==> src/rtl/fetch_prefetch_unit_if.sv <==
// Fetch stage bus bundle: imem request/response, redirect and fetch-to-decode handshake.
// The master modport is the fetch unit's view; slave is the environment's view.
interface fetch_prefetch_unit_if #(
    parameter int XLEN = 32
);
    logic            imem_req_valid;
    logic            imem_req_ready;
    logic [XLEN-1:0] imem_req_addr;
    logic            imem_rsp_valid;
    logic [XLEN-1:0] imem_rsp_data;
    logic            redirect_valid;
    logic [XLEN-1:0] redirect_pc;
    logic            fd_valid;
    logic            fd_ready;
    logic [XLEN-1:0] fd_inst_code;
    logic [XLEN-1:0] fd_pc;

    modport master (
        output imem_req_valid, imem_req_addr,
        output fd_valid, fd_inst_code, fd_pc,
        input  imem_req_ready, imem_rsp_valid, imem_rsp_data,
        input  redirect_valid, redirect_pc, fd_ready
    );

    modport slave (
        input  imem_req_valid, imem_req_addr,
        input  fd_valid, fd_inst_code, fd_pc,
        output imem_req_ready, imem_rsp_valid, imem_rsp_data,
        output redirect_valid, redirect_pc, fd_ready
    );
endinterface

==> src/rtl/fetch_prefetch_unit.sv <==
// Instruction fetch stage: owns the PC, issues imem requests, buffers words for decode.
// A redirect flushes the prefetch FIFO and drops every response still in flight.
module fetch_prefetch_unit #(
    parameter int              XLEN       = 32,
    parameter logic [XLEN-1:0] RESET_PC   = '0,
    parameter int              FIFO_DEPTH = 4,
    parameter int              MAX_OUTST  = 4
) (
    input logic                    clock,
    input logic                    reset_n,
    fetch_prefetch_unit_if.master  bus
);
    localparam int FAW = (FIFO_DEPTH > 1) ? $clog2(FIFO_DEPTH) : 1;
    localparam int TAW = (MAX_OUTST > 1) ? $clog2(MAX_OUTST) : 1;
    localparam int FCW = $clog2(FIFO_DEPTH + 1);
    localparam int OCW = $clog2(MAX_OUTST + 1);

    typedef enum logic {RUN, DRAIN} state_e;

    state_e          state_q, state_d;
    logic [XLEN-1:0] pc_q, pc_d;
    logic [OCW-1:0]  outst_q, outst_d;
    logic [OCW-1:0]  drop_q, drop_d;
    logic [TAW-1:0]  twp_q, twp_d, trp_q, trp_d;
    logic [FAW-1:0]  fwp_q, fwp_d, frp_q, frp_d;
    logic [FCW-1:0]  cnt_q, cnt_d;

    logic [XLEN-1:0] tag_q  [MAX_OUTST];
    logic [XLEN-1:0] inst_q [FIFO_DEPTH];
    logic [XLEN-1:0] pcs_q  [FIFO_DEPTH];

    logic            redir, req_v, acc, rsp, keep, pop, fd_v;
    logic [XLEN-1:0] tgt;

    assign tgt   = bus.redirect_pc & ~XLEN'(3);
    assign redir = bus.redirect_valid;
    assign rsp   = bus.imem_rsp_valid;
    assign fd_v  = (cnt_q != '0);
    assign pop   = fd_v && bus.fd_ready;

    // Credits count both buffered and in-flight words so the FIFO can never overflow.
    assign req_v = reset_n && !redir
                && (32'(outst_q) + 32'(cnt_q) < FIFO_DEPTH)
                && (32'(outst_q) < MAX_OUTST);
    assign acc   = req_v && bus.imem_req_ready;
    assign keep  = rsp && (state_q == RUN) && !redir;

    assign bus.imem_req_valid = req_v;
    assign bus.imem_req_addr  = pc_q;
    assign bus.fd_valid       = fd_v;
    assign bus.fd_inst_code   = fd_v ? inst_q[frp_q] : '0;
    assign bus.fd_pc          = fd_v ? pcs_q[frp_q] : '0;

    always_comb begin
        pc_d    = pc_q;
        outst_d = outst_q + OCW'(acc) - OCW'(rsp);
        drop_d  = drop_q;
        state_d = state_q;
        twp_d   = twp_q;
        trp_d   = trp_q;
        fwp_d   = fwp_q;
        frp_d   = frp_q;
        cnt_d   = cnt_q + FCW'(keep) - FCW'(pop);

        unique case (1'b1)
            redir:   pc_d = tgt;
            acc:     pc_d = pc_q + XLEN'(4);
            default: pc_d = pc_q;
        endcase

        if (acc)
            twp_d = (32'(twp_q) == MAX_OUTST - 1) ? '0 : twp_q + TAW'(1);
        if (rsp)
            trp_d = (32'(trp_q) == MAX_OUTST - 1) ? '0 : trp_q + TAW'(1);

        if (keep) fwp_d = fwp_q + FAW'(1);
        if (pop)  frp_d = frp_q + FAW'(1);

        // Everything still in flight after a redirect belongs to the old path.
        if (redir) begin
            drop_d = outst_d;
            cnt_d  = '0;
            frp_d  = fwp_q;
        end else if (rsp && state_q == DRAIN) begin
            drop_d = drop_q - OCW'(1);
        end

        state_d = (drop_d != '0) ? DRAIN : RUN;
    end

    always_ff @(posedge clock or negedge reset_n) begin
        if (!reset_n) begin
            state_q <= RUN;
            pc_q    <= RESET_PC;
            outst_q <= '0;
            drop_q  <= '0;
            twp_q   <= '0;
            trp_q   <= '0;
            fwp_q   <= '0;
            frp_q   <= '0;
            cnt_q   <= '0;
        end else begin
            state_q <= state_d;
            pc_q    <= pc_d;
            outst_q <= outst_d;
            drop_q  <= drop_d;
            twp_q   <= twp_d;
            trp_q   <= trp_d;
            fwp_q   <= fwp_d;
            frp_q   <= frp_d;
            cnt_q   <= cnt_d;
        end
    end

    always_ff @(posedge clock) begin
        if (acc) tag_q[twp_q] <= pc_q;
        if (keep) begin
            inst_q[fwp_q] <= bus.imem_rsp_data;
            pcs_q[fwp_q]  <= tag_q[trp_q];
        end
    end

    rsp_needs_req: assert property (@(posedge clock) disable iff (!reset_n)
        !(bus.imem_rsp_valid && outst_q == '0));

endmodule

==> src/flat_wrapper.sv <==
// flat-port wrapper written by rule: the top's interface ports become plain ports
module fetch_prefetch_unit_flat 
#(
    parameter int              XLEN       = 32,
    parameter logic [XLEN-1:0] RESET_PC   = '0,
    parameter int              FIFO_DEPTH = 4,
    parameter int              MAX_OUTST  = 4
)
  (clock, reset_n, bus_imem_req_valid, bus_imem_req_addr, bus_fd_valid, bus_fd_inst_code, bus_fd_pc, bus_imem_req_ready, bus_imem_rsp_valid, bus_imem_rsp_data, bus_redirect_valid, bus_redirect_pc, bus_fd_ready);
  fetch_prefetch_unit_if #(.XLEN(XLEN)) bus_i ();
  input logic clock;
  input logic reset_n;
  output wire logic [$bits(bus_i.imem_req_valid)-1:0] bus_imem_req_valid;
  output wire logic [$bits(bus_i.imem_req_addr)-1:0] bus_imem_req_addr;
  output wire logic [$bits(bus_i.fd_valid)-1:0] bus_fd_valid;
  output wire logic [$bits(bus_i.fd_inst_code)-1:0] bus_fd_inst_code;
  output wire logic [$bits(bus_i.fd_pc)-1:0] bus_fd_pc;
  input wire logic [$bits(bus_i.imem_req_ready)-1:0] bus_imem_req_ready;
  input wire logic [$bits(bus_i.imem_rsp_valid)-1:0] bus_imem_rsp_valid;
  input wire logic [$bits(bus_i.imem_rsp_data)-1:0] bus_imem_rsp_data;
  input wire logic [$bits(bus_i.redirect_valid)-1:0] bus_redirect_valid;
  input wire logic [$bits(bus_i.redirect_pc)-1:0] bus_redirect_pc;
  input wire logic [$bits(bus_i.fd_ready)-1:0] bus_fd_ready;
  assign bus_imem_req_valid = bus_i.imem_req_valid;
  assign bus_imem_req_addr = bus_i.imem_req_addr;
  assign bus_fd_valid = bus_i.fd_valid;
  assign bus_fd_inst_code = bus_i.fd_inst_code;
  assign bus_fd_pc = bus_i.fd_pc;
  assign bus_i.imem_req_ready = bus_imem_req_ready;
  assign bus_i.imem_rsp_valid = bus_imem_rsp_valid;
  assign bus_i.imem_rsp_data = bus_imem_rsp_data;
  assign bus_i.redirect_valid = bus_redirect_valid;
  assign bus_i.redirect_pc = bus_redirect_pc;
  assign bus_i.fd_ready = bus_fd_ready;
  fetch_prefetch_unit #(.XLEN(XLEN), .RESET_PC(RESET_PC), .FIFO_DEPTH(FIFO_DEPTH), .MAX_OUTST(MAX_OUTST)) u_core (.clock(clock), .reset_n(reset_n), .bus(bus_i));
endmodule
==> config.mk <==
export PLATFORM = sky130hd
export DESIGN_NAME = fetch_prefetch_unit_flat
export DESIGN_NICKNAME = d
export VERILOG_FILES = /design/src/rtl/fetch_prefetch_unit_if.sv /design/src/rtl/fetch_prefetch_unit.sv /design/src/flat_wrapper.sv
export SDC_FILE = /design/constraint.sdc
export NUM_CORES = 1
export LEC_CHECK = 0
export CAP_MARGIN = 30
export CORE_MARGIN = 1
export CORE_UTILIZATION = 65
export CTS_CLUSTER_DIAMETER = 120
export DETAILED_ROUTE_END_ITERATION = 10
export DONT_BUFFER_PORTS = 1
export PLACE_DENSITY = 0.91
export RECOVER_POWER = 50
export SYNTH_ARGS = -nofsm -noshare
export SYNTH_HDL_FRONTEND = slang
export SYNTH_SLANG_ARGS = --single-unit
==> constraint.sdc <==
create_clock -name clock -period 6 [get_ports clock]
set_clock_uncertainty 0.15 [all_clocks]
set_input_delay 1.2 -clock clock [delete_from_list [all_inputs] [get_ports clock]]
set_output_delay 1.2 -clock clock [all_outputs]
set_load 0.02 [all_outputs]
==> results of run 1 <==
==> cell families after synthesis <==
kind of cell | share of synthesized area (%)
DFF | 74.08
and+or+nand+nor | 6.816
muxes | 12.66
buffers and inverters | 1.740
AOI/OAI and AO/OA | 2.625
adders and majority gates | 1.528
xor gates and xnor gates | 0.5295
other | 0.02267
==> cell type report <==
cell class	count	share of cell area, %
repair buffers	14	0.6756
clock inverters	27	1.448
inverters	21	0.4343
multi-input cells	379	21.86
flip-flops and latches	416	67.53
clock buffers	47	5.777
well taps	330	2.275
==> cells in the final DEF, fill, tap and decap left out, types with 3 or more instances in the layout <==
cell and instances:
edfxtp_1 368, mux4_2 92, and2_1 65, dfrtp_1 46, clkbuf_16 41, nand2_1 34
nor2_1 26, inv_1 21, ha_1 17, o21ai_0 14, nand3_1 12, clkinv_2 10
buf_4 10, and2_2 8, clkbuf_1 8, clkinv_1 8, a211oi_1 7, nor3_1 7
nor4_1 7, o211ai_1 7, a21oi_1 6, and3_1 6, nand4_1 6, xnor2_1 6
or3_1 5, a311oi_1 5, bufinv_16 5, xor2_1 4, conb_1 4, a221oi_1 3
nor2b_1 3
==> Yosys cell counts (12+ instances only) <==
cell	instances	share of area, %
edfxtp_1	368	67
mux4_2	92	13
and2_1	74	2.8
dfrtp_1	48	7.3
nand2_1	34	0.77
nor2_1	26	0.59
clkbuf_1	24	0.54
inv_1	21	0.48
ha_1	17	1.3
buf_2	14	0.42
o21ai_0	14	0.42
nand3_1	12	0.36
==> registers in the layout, indices dropped and copies added, names as in the netlist <==
register and flops:
u_core.pcs_q 120, u_core.cnt_q 3, u_core.frp_q 2, u_core.drop_q 3
u_core.outst_q 3, u_core.bus.imem_req_addr 30, u_core.fwp_q 2, u_core.inst_q 128
u_core.tag_q 120, u_core.trp_q 2, u_core.twp_q 2, u_core.state_q 1
==> stage by stage <==
| step | cell area [sq um] | total power, W | cells | util [%] | hold slack, ns |
|---|---|---|---|---|---|
| floorplan | 16550 | 0.005382 | 862 | - | 0.3527 |
| global placement | 16850 | 0.005715 | 1157 | 67.32 | 0.3808 |
| detailed placement | 16900 | 0.005835 | 1159 | 67.48 | 0.4037 |
| CTS | 18210 | 0.008331 | 1233 | 72.72 | 0.2013 |
| global route | 18150 | 0.008572 | 1234 | 72.49 | 0.1963 |
| finish | 18150 | 0.008254 | 1234 | 72.49 | 0.2174 |
==> power breakdown <==
group / switching, W / leakage [nW] / internal (W) / total (W)
registers: 0.000236 / 3.87 / 0.00347 / 0.00371
logic: 0.00120 / 1.49 / 0.000847 / 0.00205
clock network: 0.00103 / 0.644 / 0.00147 / 0.00250
==> layer usage <==
layer	routed length (um)	GRT usage, %	up-vias	share of wire, %
met5	0	0	-	0
met4	442	5.617	0	1.4
met3	2588	5.932	44	8.2
met2	16010	41.87	369	51
met1	12370	33.16	4116	39
li1	-	-	3449	-
==> worst min-delay path by stage <==
stage	from	end	slack, ns	cells after the start
floorplan	u_core.fwp_q[1]	u_core.frp_q[1]	0.35	2
global placement	u_core.fwp_q[1]	u_core.frp_q[1]	0.38	2
detailed placement	u_core.fwp_q[1]	u_core.frp_q[1]	0.40	2
CTS	reset_n	u_core.bus.imem_req_addr[17]	0.20	0
global route	reset_n	u_core.bus.imem_req_addr[4]	0.20	0
finish	reset_n	u_core.bus.imem_req_addr[19]	0.22	0
==> flow_metrics.env, run 1 <==
export IMPL_status="finished with violations"
export IMPL_violations="max-capacitance violations, max-slew violations"
export IMPL_post_place_ws_ns=2.071
export IMPL_rsz0062_at_grt="no"
export IMPL_start_kind="flip-flop"
export IMPL_area_growth_pct=9.736
export IMPL_numCtsBuffers=40
export IMPL_die_x_um=161.5
export IMPL_grt_overflow=0
export IMPL_hpwlAfterDp_um=18760
export IMPL_place_congestion=0.8489
export IMPL_syn_inst=859
export IMPL_synth_cell_area_sq_mm=0.01654
export IMPL_cts_post_setup_buffers_inserted=0
export IMPL_required_ns=4.65
export IMPL_crit_family="flip-flops"
export IMPL_first_pass_iters=5
export IMPL_r2r_start="u_core.cnt_q[1]"
export IMPL_vdd_drop_max_mv=0.2722
export IMPL_yosysUniqueCellTypes=55
export IMPL_post_cts_resized=0
export IMPL_ys_flop_type="edfxtp_1"
export IMPL_multi_input_area_sq_mm=0.003968
export IMPL_grt_start_max_net_pins=55
export IMPL_min_period_over_period_pct=67.01
export IMPL_clkTransAtPathRegs_ns=0.06
export IMPL_rows=58
export IMPL_drt_first_iter_violations=619
export IMPL_cap_violations=1
export IMPL_boundaryPins=168
export IMPL_wl_per_cell_um=25.45
export IMPL_crit_chain="buf_4 > mux4_2 > and2_1"
export IMPL_fillers=1431
export IMPL_antenna_found_initial=0
export IMPL_cts_hold_buf=0
export IMPL_die_area_sq_mm=0.02609
export IMPL_reg2reg_depth=11
export IMPL_cp_startpoint="u_core.frp_q[0]"
export IMPL_htreeDepth=2
export IMPL_synth_seq_cells=416
export IMPL_timing_rr_end="u_core.state_q"
export IMPL_cts_tree="yes"
export IMPL_critical_path_slowest_cell="dfrtp_4"
export IMPL_finalSetupViolations=0
export IMPL_start_util_pct=66.06
export IMPL_worstPathMaxFanout=27
export IMPL_path_buf_inv=1
export IMPL_synth_edff_count=368
export IMPL_finalCriticalPeriod_ns=4.021
export IMPL_cts_sinks=416
export IMPL_synth_yosys_seq_area_share_pct=74.08
export IMPL_drt_antenna_violating_nets=0
export IMPL_avgSynthCellArea_sq_um=19.25
export IMPL_vias=7978
export IMPL_power_leakage_nw=6.004
export IMPL_gr_usage_all_layers_pct=24.78
export IMPL_crit_type="reg2out"
export IMPL_synthArstFlopShare_pct=11.54
export IMPL_drc=0
export IMPL_r2r_slack_ns=2.03
export IMPL_viasPerCell=6.465
export IMPL_worst_pin_slew_ns=1.540
export IMPL_power_density_mw_per_mm2=454.7
export IMPL_port_buffers=0
export IMPL_core_sq_mm=0.02504
export IMPL_die_y_um=161.5
export IMPL_clock_latency_ns=0.52
export IMPL_timing_final_ws_setup_ns=1.979
export IMPL_arrival_ns=2.67
export IMPL_finalMaxSlewViolations=19
export IMPL_diodes=0
export IMPL_hold_viol_final=0
export IMPL_path_depth=3
export IMPL_slew_limit_headroom_pct=-2.643
export IMPL_cp_end_kind="output pin"
export IMPL_wirelength_um=31400
export IMPL_drive_above_1_share_pct=20.13
export IMPL_slowest_delay_ns=0.73
export IMPL_fmax_mhz=248.7
export IMPL_ys_warn_count=0
export IMPL_hold_class="in2async"
export IMPL_clockBufferDepth=3
export IMPL_tns_ns=0
export IMPL_clockRootBuffer="clkbuf_16"
export IMPL_fin_nets=961
export IMPL_grt_pass1_vias=8337
export IMPL_grt_pass1_wl_um=47800
export IMPL_cp_endpoint="bus_fd_inst_code[8]"
export IMPL_register_area_sq_mm=0.01226
No activity file was read; power rests on OpenSTA's default activity.
==> run 2, diff against run 1 <==
Settings changed: CORE_UTILIZATION 65 to 57, PLACE_DENSITY 0.91 to 0.85.
Clock period 6 ns to 3.24 ns, I/O delays scaled along.
==> flow_metrics.env, run 2 (synthesized netlist as in run 1, its figures left out) <==
export IMPL_status="finished, final reports clean"
export IMPL_place_congestion=0.8264
export IMPL_gr_usage_all_layers_pct=22.10
export IMPL_crit_type="reg2out"
export IMPL_clockBufferDepth=3
export IMPL_hpwlAfterDp_um=18850
export IMPL_layout_cells_non_filler=1298
export IMPL_crit_chain="or3_2 > buf_4 > and2_1"
export IMPL_grt_overflow=0
export IMPL_required_ns=2.44
export IMPL_grt_busiest_layer="met2"
export IMPL_hold_class="in2reg"
export IMPL_hold_viol_final=0
export IMPL_crit_family="simple AND/OR/NAND/NOR gates"
export IMPL_r2r_slack_ns=0.45
export IMPL_top_regs="u_core.inst_q x128, u_core.pcs_q x120, u_core.tag_q x120"
export IMPL_drc=0
export IMPL_clock_latency_ns=0.54
export IMPL_die_y_um=172.3
export IMPL_first_pass_iters=5
export IMPL_finalSetupViolations=0
export IMPL_die_area_sq_mm=0.02970
export IMPL_tns_ns=0
export IMPL_area_growth_pct=11.37
export IMPL_grt_start_max_net_pins=64
export IMPL_core_sq_mm=0.02816
export IMPL_slew_limit_headroom_pct=9.913
export IMPL_worst_pin_slew_ns=1.351
export IMPL_min_period_over_period_pct=91.20
export IMPL_wl_per_cell_um=24.29
export IMPL_finalCriticalPeriod_ns=2.955
export IMPL_arrival_ns=2.16
export IMPL_cp_end_kind="output pin"
export IMPL_largest_register="u_core.inst_q"
export IMPL_rows=61
export IMPL_largest_register_ffs=128
export IMPL_cts_tree="yes"
export IMPL_cap_violations=0
export IMPL_fmax_mhz=338.4
export IMPL_vdd_drop_max_mv=0.4212
export IMPL_cts_hold_buf=2
export IMPL_drive_above_1_share_pct=20.65
export IMPL_drt_first_iter_violations=652
export IMPL_worstPathMaxFanout=63
export IMPL_viasPerCell=6.153
export IMPL_wirelength_um=31530
export IMPL_finalMaxSlewViolations=0
export IMPL_clockRootBuffer="clkbuf_16"
export IMPL_numCtsBuffers=42
export IMPL_start_util_pct=58.73
export IMPL_boundaryPins=168
export IMPL_port_buffers=0
export IMPL_placedCellCount=1219
export IMPL_fin_nets=976
export IMPL_power_leakage_nw=6.126
export IMPL_drt_antenna_violating_nets=0
export IMPL_clkTransAtPathRegs_ns=0.06
export IMPL_mostFrequentLayoutCells="edfxtp_1, mux4_2, and2_1"
export IMPL_grt_pass1_vias=8453
export IMPL_power_density_mw_per_mm2=835.2
export IMPL_cts_sinks=416
export IMPL_antenna_found_initial=0
export IMPL_grt_pass1_wl_um=48290
export IMPL_grt_use_met3_pct=5.287
export IMPL_final_common_cell="edfxtp_1"
export IMPL_use_met1_pct=28.82
export IMPL_cts_post_setup_buffers_inserted=0
export IMPL_start_kind="flip-flop"
export IMPL_die_x_um=172.3
export IMPL_vias=7986
export IMPL_path_buf_inv=1
export IMPL_diodes=0
export IMPL_htreeDepth=2
export IMPL_critical_path_slowest_cell="or3_2"
export IMPL_grtUsageMet2_pct=37.43
export IMPL_rsz0062_at_grt="no"
export IMPL_slowest_delay_ns=0.49
export IMPL_post_cts_resized=0
## run 2: cell types whose count changed in the layout (fill, tap and decap cells not counted), sizes merged, moves of 2 or more
| cell | before | now |
|---|---|---|
| clkbuf | 49 | 65 |
| clkinv | 18 | 14 |
| clkinvlp | 2 | 0 |
| bufinv | 5 | 3 |
| buf | 12 | 18 |
## run 2: cell type report
class                   instances  area [sq um]
flip-flops and latches        416         12260
multi-input cells             379          4010
fillers                      1819          9743
repair buffers                 27         285.3
well taps                     378         473.0
clock inverters                20         188.9
clock buffers                  57          1127
inverters                      21         78.83
## run 2: layer usage
| layer | share of wire (%) | vias to the layer above | wire length (um) |
|---|---|---|---|
| li1 | - | 3482 | - |
| met1 | 40 | 4110 | 12650 |
| met2 | 51 | 339 | 15930 |
| met3 | 7.3 | 55 | 2309 |
| met4 | 2.0 | 0 | 642 |
| met5 | 0 | - | 0 |
## run 2: worst reg2reg max path, delay by kind of cell, from the launching register on
family / cells / cell delay (ns)
flip-flops: 1 / 0.33
AND/OR/NAND/NOR: 3 / 1.18
buffers and inverters: 1 / 0.60
AO/OA/AOI/OAI: 2 / 0.43
## run 2: power by group
group / total [W] / internal (W) / switching, W
clock: 0.00462 / 0.00269 / 0.00193
sequential: 0.00690 / 0.00643 / 0.000470
combinational: 0.00387 / 0.00164 / 0.00223
total: 0.0154 / 0.0108 / 0.00463
## run 2: final timing paths
kind | startpoint | end | depth (start not counted)
setup / recovery | u_core.cnt_q[1] | bus_fd_pc[19] | 3
hold / removal | bus_redirect_valid | u_core.cnt_q[0] | 1
setup reg to reg | u_core.bus.imem_req_addr[19] | u_core.bus.imem_req_addr[29] | 6
hold reg to reg | u_core.fwp_q[0] | u_core.frp_q[0] | 2
max in group asynchronous | reset_n | u_core.frp_q[0] | 2
min in group asynchronous | reset_n | u_core.cnt_q[1] | 2
## run 2: metrics by stage
| stage | total power (W) | setup WS [ns] | hold WS, ns | utilization [%] | area [sq um] |
|---|---|---|---|---|---|
| 2_1_floorplan | 0.009963 | 0.1611 | 0.2024 | - | 16560 |
| 3_3_place_gp | 0.01080 | 0.6185 | 0.2036 | 60.90 | 17150 |
| 3_5_place_dp | 0.01093 | 0.5418 | 0.2036 | 60.90 | 17150 |
| 4_1_cts | 0.01557 | 0.2320 | 0.01086 | 65.71 | 18510 |
| 5_1_grt | 0.01607 | 0.1715 | 0.01345 | 65.40 | 18420 |
| 6_report | 0.01538 | 0.2852 | 0.02896 | 65.40 | 18420 |
